**src/rtl/id_decode_stage.sv**
```systemverilog
// RV32I decode stage: field split, immediate generation and format classification,
// held in a valid/ready pipeline register with flush and a saturating illegal counter.
module id_decode_stage #(
  parameter int unsigned BITS     = 32,
  parameter int unsigned XLEN     = 32,
  parameter int unsigned CNT_BITS = 16
) (
  input  logic                CLK,
  input  logic                RST,
  input  logic                FLUSH,
  input  logic                in_valid,
  output logic                in_ready,
  input  logic [BITS-1:0]     INSTR,
  input  logic [XLEN-1:0]     PC_IN,
  output logic                out_valid,
  input  logic                out_ready,
  output logic [6:0]          opcode,
  output logic [4:0]          rd,
  output logic [2:0]          funct3,
  output logic [4:0]          rs1,
  output logic [4:0]          rs2,
  output logic [6:0]          funct7,
  output logic [XLEN-1:0]     imm,
  output logic [2:0]          fmt,
  output logic                illegal,
  output logic [XLEN-1:0]     pc_out,
  output logic [CNT_BITS-1:0] illegal_cnt
);

  typedef enum logic [2:0] {
    FmtR    = 3'd0,
    FmtI    = 3'd1,
    FmtS    = 3'd2,
    FmtB    = 3'd3,
    FmtU    = 3'd4,
    FmtJ    = 3'd5,
    FmtNone = 3'd7
  } fmt_e;

  logic [31:0] ins;
  fmt_e        dec_fmt;
  logic [4:0]  dec_rd, dec_rs1, dec_rs2;
  logic [31:0] dec_imm32;
  logic        dec_illegal;
  logic        accept;

  logic                valid_q;
  logic [6:0]          opcode_q;
  logic [4:0]          rd_q, rs1_q, rs2_q;
  logic [2:0]          funct3_q;
  logic [6:0]          funct7_q;
  logic [XLEN-1:0]     imm_q, pc_q;
  fmt_e                fmt_q;
  logic                illegal_q;
  logic [CNT_BITS-1:0] cnt_q;

  assign ins      = INSTR[31:0];
  assign in_ready = !valid_q || out_ready;
  assign accept   = in_valid && in_ready;

  always_comb begin
    dec_fmt = FmtNone;
    unique case (ins[6:0])
      7'b0110011:                                              dec_fmt = FmtR;
      7'b0010011, 7'b0000011, 7'b1100111, 7'b1110011, 7'b0001111: dec_fmt = FmtI;
      7'b0100011:                                              dec_fmt = FmtS;
      7'b1100011:                                              dec_fmt = FmtB;
      7'b0110111, 7'b0010111:                                  dec_fmt = FmtU;
      7'b1101111:                                              dec_fmt = FmtJ;
      default:                                                 dec_fmt = FmtNone;
    endcase
  end

  // Register fields are zeroed where the format does not use them.
  always_comb begin
    dec_rd    = ins[11:7];
    dec_rs1   = ins[19:15];
    dec_rs2   = '0;
    dec_imm32 = '0;
    unique case (dec_fmt)
      FmtR: dec_rs2 = ins[24:20];
      FmtI: dec_imm32 = {{20{ins[31]}}, ins[31:20]};
      FmtS: begin
        dec_rd    = '0;
        dec_rs2   = ins[24:20];
        dec_imm32 = {{20{ins[31]}}, ins[31:25], ins[11:7]};
      end
      FmtB: begin
        dec_rd    = '0;
        dec_rs2   = ins[24:20];
        dec_imm32 = {{19{ins[31]}}, ins[31], ins[7], ins[30:25], ins[11:8], 1'b0};
      end
      FmtU: begin
        dec_rs1   = '0;
        dec_imm32 = {ins[31:12], 12'b0};
      end
      FmtJ: begin
        dec_rs1   = '0;
        dec_imm32 = {{11{ins[31]}}, ins[31], ins[19:12], ins[20], ins[30:21], 1'b0};
      end
      default: ;
    endcase
  end

  assign dec_illegal = (ins[1:0] != 2'b11) || (dec_fmt == FmtNone) ||
                       ((dec_fmt == FmtR) && (ins[31:25] != 7'b0000000) &&
                        (ins[31:25] != 7'b0100000));

  always_ff @(posedge CLK) begin
    if (RST) begin
      valid_q   <= 1'b0;
      opcode_q  <= '0;
      rd_q      <= '0;
      funct3_q  <= '0;
      rs1_q     <= '0;
      rs2_q     <= '0;
      funct7_q  <= '0;
      imm_q     <= '0;
      fmt_q     <= FmtNone;
      illegal_q <= 1'b0;
      pc_q      <= '0;
      cnt_q     <= '0;
    end else if (FLUSH) begin
      // Data registers keep stale values; only valid matters downstream.
      valid_q <= 1'b0;
    end else if (accept) begin
      valid_q   <= 1'b1;
      opcode_q  <= ins[6:0];
      rd_q      <= dec_rd;
      funct3_q  <= ins[14:12];
      rs1_q     <= dec_rs1;
      rs2_q     <= dec_rs2;
      funct7_q  <= ins[31:25];
      imm_q     <= XLEN'($signed(dec_imm32));
      fmt_q     <= dec_fmt;
      illegal_q <= dec_illegal;
      pc_q      <= PC_IN;
      if (dec_illegal && (cnt_q != '1)) begin
        cnt_q <= cnt_q + CNT_BITS'(1);
      end
    end else if (out_ready) begin
      valid_q <= 1'b0;
    end
  end

  assign out_valid   = valid_q;
  assign opcode      = opcode_q;
  assign rd          = rd_q;
  assign funct3      = funct3_q;
  assign rs1         = rs1_q;
  assign rs2         = rs2_q;
  assign funct7      = funct7_q;
  assign imm         = imm_q;
  assign fmt         = fmt_q;
  assign illegal     = illegal_q;
  assign pc_out      = pc_q;
  assign illegal_cnt = cnt_q;

endmodule
```
**config.mk**
```make
export PLATFORM = sky130hd
export DESIGN_NAME = id_decode_stage
export DESIGN_NICKNAME = d
export VERILOG_FILES = /design/src/rtl/id_decode_stage.sv
export SDC_FILE = /design/constraint.sdc
export NUM_CORES = 1
export LEC_CHECK = 0
export CELL_PAD_IN_SITES_DETAIL_PLACEMENT = 0
export CELL_PAD_IN_SITES_GLOBAL_PLACEMENT = 1
export CORE_AREA = 4 4 125 127
export DETAILED_ROUTE_END_ITERATION = 7
export DIE_AREA = 0 0 129 131
export PLACE_DENSITY = 0.82
export SETUP_SLACK_MARGIN = 0.3
export SLEW_MARGIN = 20
export SYNTH_ARGS = -nofsm -noshare
export SYNTH_HDL_FRONTEND = slang
export SYNTH_SLANG_ARGS = --single-unit
```
**constraint.sdc**
```tcl
create_clock -name CLK -period 7.9 [get_ports CLK]
set_input_delay 1.58 -clock CLK [delete_from_list [all_inputs] [get_ports CLK]]
set_output_delay 1.58 -clock CLK [all_outputs]
set_load 0.005 [all_outputs]
```
==> impl_metrics.toml <==
[floorplan]
die_h_um = 131
die-area_um2 = 16900
io_pins = 187
rows = 44
core_area_um2 = 14400
floorplan.initialDensity_pct = 33.7
fp.dieW_um = 129

[placement]
portBuffers = 186
dp.final_hpwl_um = 10900
gp_congestion = 0.827
dpl_cell_area_um2 = 6800

[sta]
maxSlewViolCount = 0
fin_crit_sh_pct = 58.3
slew_headroom_pct = 35.0
setup_tns_ns = 0
fin_worst_skew_ns = 0.00722
setup-violations-final = 0
tightest_slew_ns = 0.975
max_freq_ghz = 0.217
rsz0062_at_grt = "false"
fin_crit_ns = 4.61
timing.hold.ws_ns = 0.448
hold_viol_final = 0

[route]
wl_per_cell_um = 16.5
routed_wl_um = 15100
ant_nets = 0
detail_route.first_pass.iterations = 4
avgViaCountPerCell = 5.12
drc_errors = 0
drtIter0Drc = 200
vias = 4709

[worst_hold_path]
holdCritStartpoint = "rs1[2]$_SDFFE_PP0P_"
hold_class = "flop to flop"

[worst_setup_path]
r2r-start = "out_valid$_SDFFE_PP0P_"
critPathArrivalTime_ns = 4.93
path_class = "input port to flop"
cp_max_fo = 26
path_cells = "clkdlybuf4s50_1, or3b_1, a21oi_4, inv_1, ha_1, o41ai_4, a21boi_4, a221oi_4, or4_4, a221oi_2"
crit_required_ns = 8.22
setup.worst_path.start = "INSTR[6]"
crit_slowest_cell = "clkdlybuf4s50_1"
cp-end-kind = "flop"
start_kind = "input port"
critPathMaxStageDelay_ns = 0.64

[cells_and_area]
layout_common_cells = "185 x clkdlybuf4s50_1, 130 x nand2_1, 117 x dfxtp_1"
multi_input_area_um2 = 2320
final_net_count = 795
drive_above_1_share_pct = 8.03
regArea_um2 = 2340
design_area_um2 = 7410
antenna_cells = 0
mostFrequentLayoutCell = "clkdlybuf4s50_1"
syn_to_final_growth_pct = 52.6
nFillCells = 1354

[flow_run]
drv_cap = 0

[global_route]
grtUsageTotal_pct = 18.1
antenna_found_initial = 0
grt_pass1_wl_um = 24000
overflow = 0
grt_max_degree = 75
first_global_vias = 4581

[synthesis]
syn_area_um2 = 4860
synth_edf_count = 0
ys_async_sr_fraction_pct = 0
ys.flop_type = "dfxtp_1"
synth_cell_types = 66
syn_area_per_cell_um2 = 8.80
yosysTopAreaCell = "dfxtp_1"
netlist_top_cells_area = "dfxtp_1 48%, nand2_1 10%, a21oi_1 7.7%, a221o_1 4.1%, clkbuf_1 2.1%"
yosysWarnings = 0
ys_seq_area_share_pct = 48.2
ys_ff_latch = 117
postSynthCellCount = 552
synth_top_cell_area_share_pct = 48.2
synth.net_count = 625

[clock_network]
htreeDepth = 4
cts_inserted_buffers = 17
cts-root-buf = "clkbuf_16"
cts_tree = "yes"
cts_hold_buffers = 0
cts_buffer_depth = 2
insertion_delay_ns = 0.41
cts.sinks = 117
cts_setup_buffers = 0
cts_resized = 0
clkSlewWorstSetupHoldPaths_ns = 0.05

[power]
power.density_nw_per_um2 = 207
ir_worst_vdd_uv = 128
p_leak_uw = 0.00264

[run_status]
status = "completed"
## report_power, final
part | internal [µW] | switching, µW
combinational | 75.5 | 68.6
sequential | 608 | 9.28
clock | 504 | 270
total | 1190 | 348
## final timing paths
check,to,cells after the start,slack [ns]
hold / removal,rs1[2]$_SDFFE_PP0P_,2,0.45
setup reg to reg,illegal_cnt[3]$_SDFFE_PP0P_,8,5.29
setup / recovery,illegal_cnt[15]$_SDFFE_PP0P_,10,3.29
hold reg to reg,rs1[2]$_SDFFE_PP0P_,2,0.45
## metrics by stage
step | worst slack, ns | total power [µW] | cells | utilization (%)
2_1_floorplan | 3.81 | 685 | 552 | -
6_report | 3.29 | 1530 | 919 | 51.4
4_1_cts | 3.01 | 1560 | 919 | 51.3
3_3_place_gp | 2.78 | 770 | 887 | 47.1
3_5_place_dp | 2.58 | 773 | 887 | 47.1
5_1_grt | 3.10 | 1600 | 919 | 51.4
## kinds of logic (layout without fill, tap and decap cells)
group	count (synthesis)	in the layout	synth area share [%]
compound gates	146	146	21.7
xor+xnor	1	1	0.180
fa+ha+maj	4	4	1.03
buf+inv	46	229	4.30
flops	117	117	48.2
mux	5	5	1.16
simple gates	233	233	23.4
## state kept, by name (all words and copies together) (netlist names)
name         cells
funct7           7
rs1              5
imm             32
rs2              5
funct3           3
opcode           7
rd               5
fmt              3
pc_out          32
out_valid        1
illegal_cnt     16
illegal          1
## critical path, delay by kind of cell
family / cells / cell delay (ns)
buffers and inverters: 2 / 0.76
AOI/OAI and AO/OA: 5 / 1.14
and+or+nand+nor: 2 / 1.11
adders and majority gates: 1 / 0.31
## final cells by class
class,count,share of cell area (%)
clock buffers,20,6.03
clock inverters,12,2.08
inverters,7,0.355
multi-input cells,389,31.4
flip-flops and latches,117,31.6
well taps,184,3.11
repair buffers,190,25.5
## routing by layer
layer,track usage [%],vias to the layer above,part of all wire (%)
met4,9.08,0,2.6
met5,0,-,0
met2,29.6,139,50
met1,22.4,2223,43
met3,4.02,26,4.8
li1,-,2321,-
## cell usage after synthesis (all sizes together), types with 3 or more instances
cell type,n
or3,4
a21o,5
a221o,20
inv,7
a32o,6
nor2b,6
nor2,14
mux2,5
nand2,131
or2,5
nand3,19
nand4,6
dfxtp,117
o21ai,10
ha,4
a22o,4
o41ai,3
a21oi,76
clkbuf,27
o31ai,4
buf,12
nor3,12
nand3b,11
or4,8
Note: power is estimated with default switching activity, not from simulation.
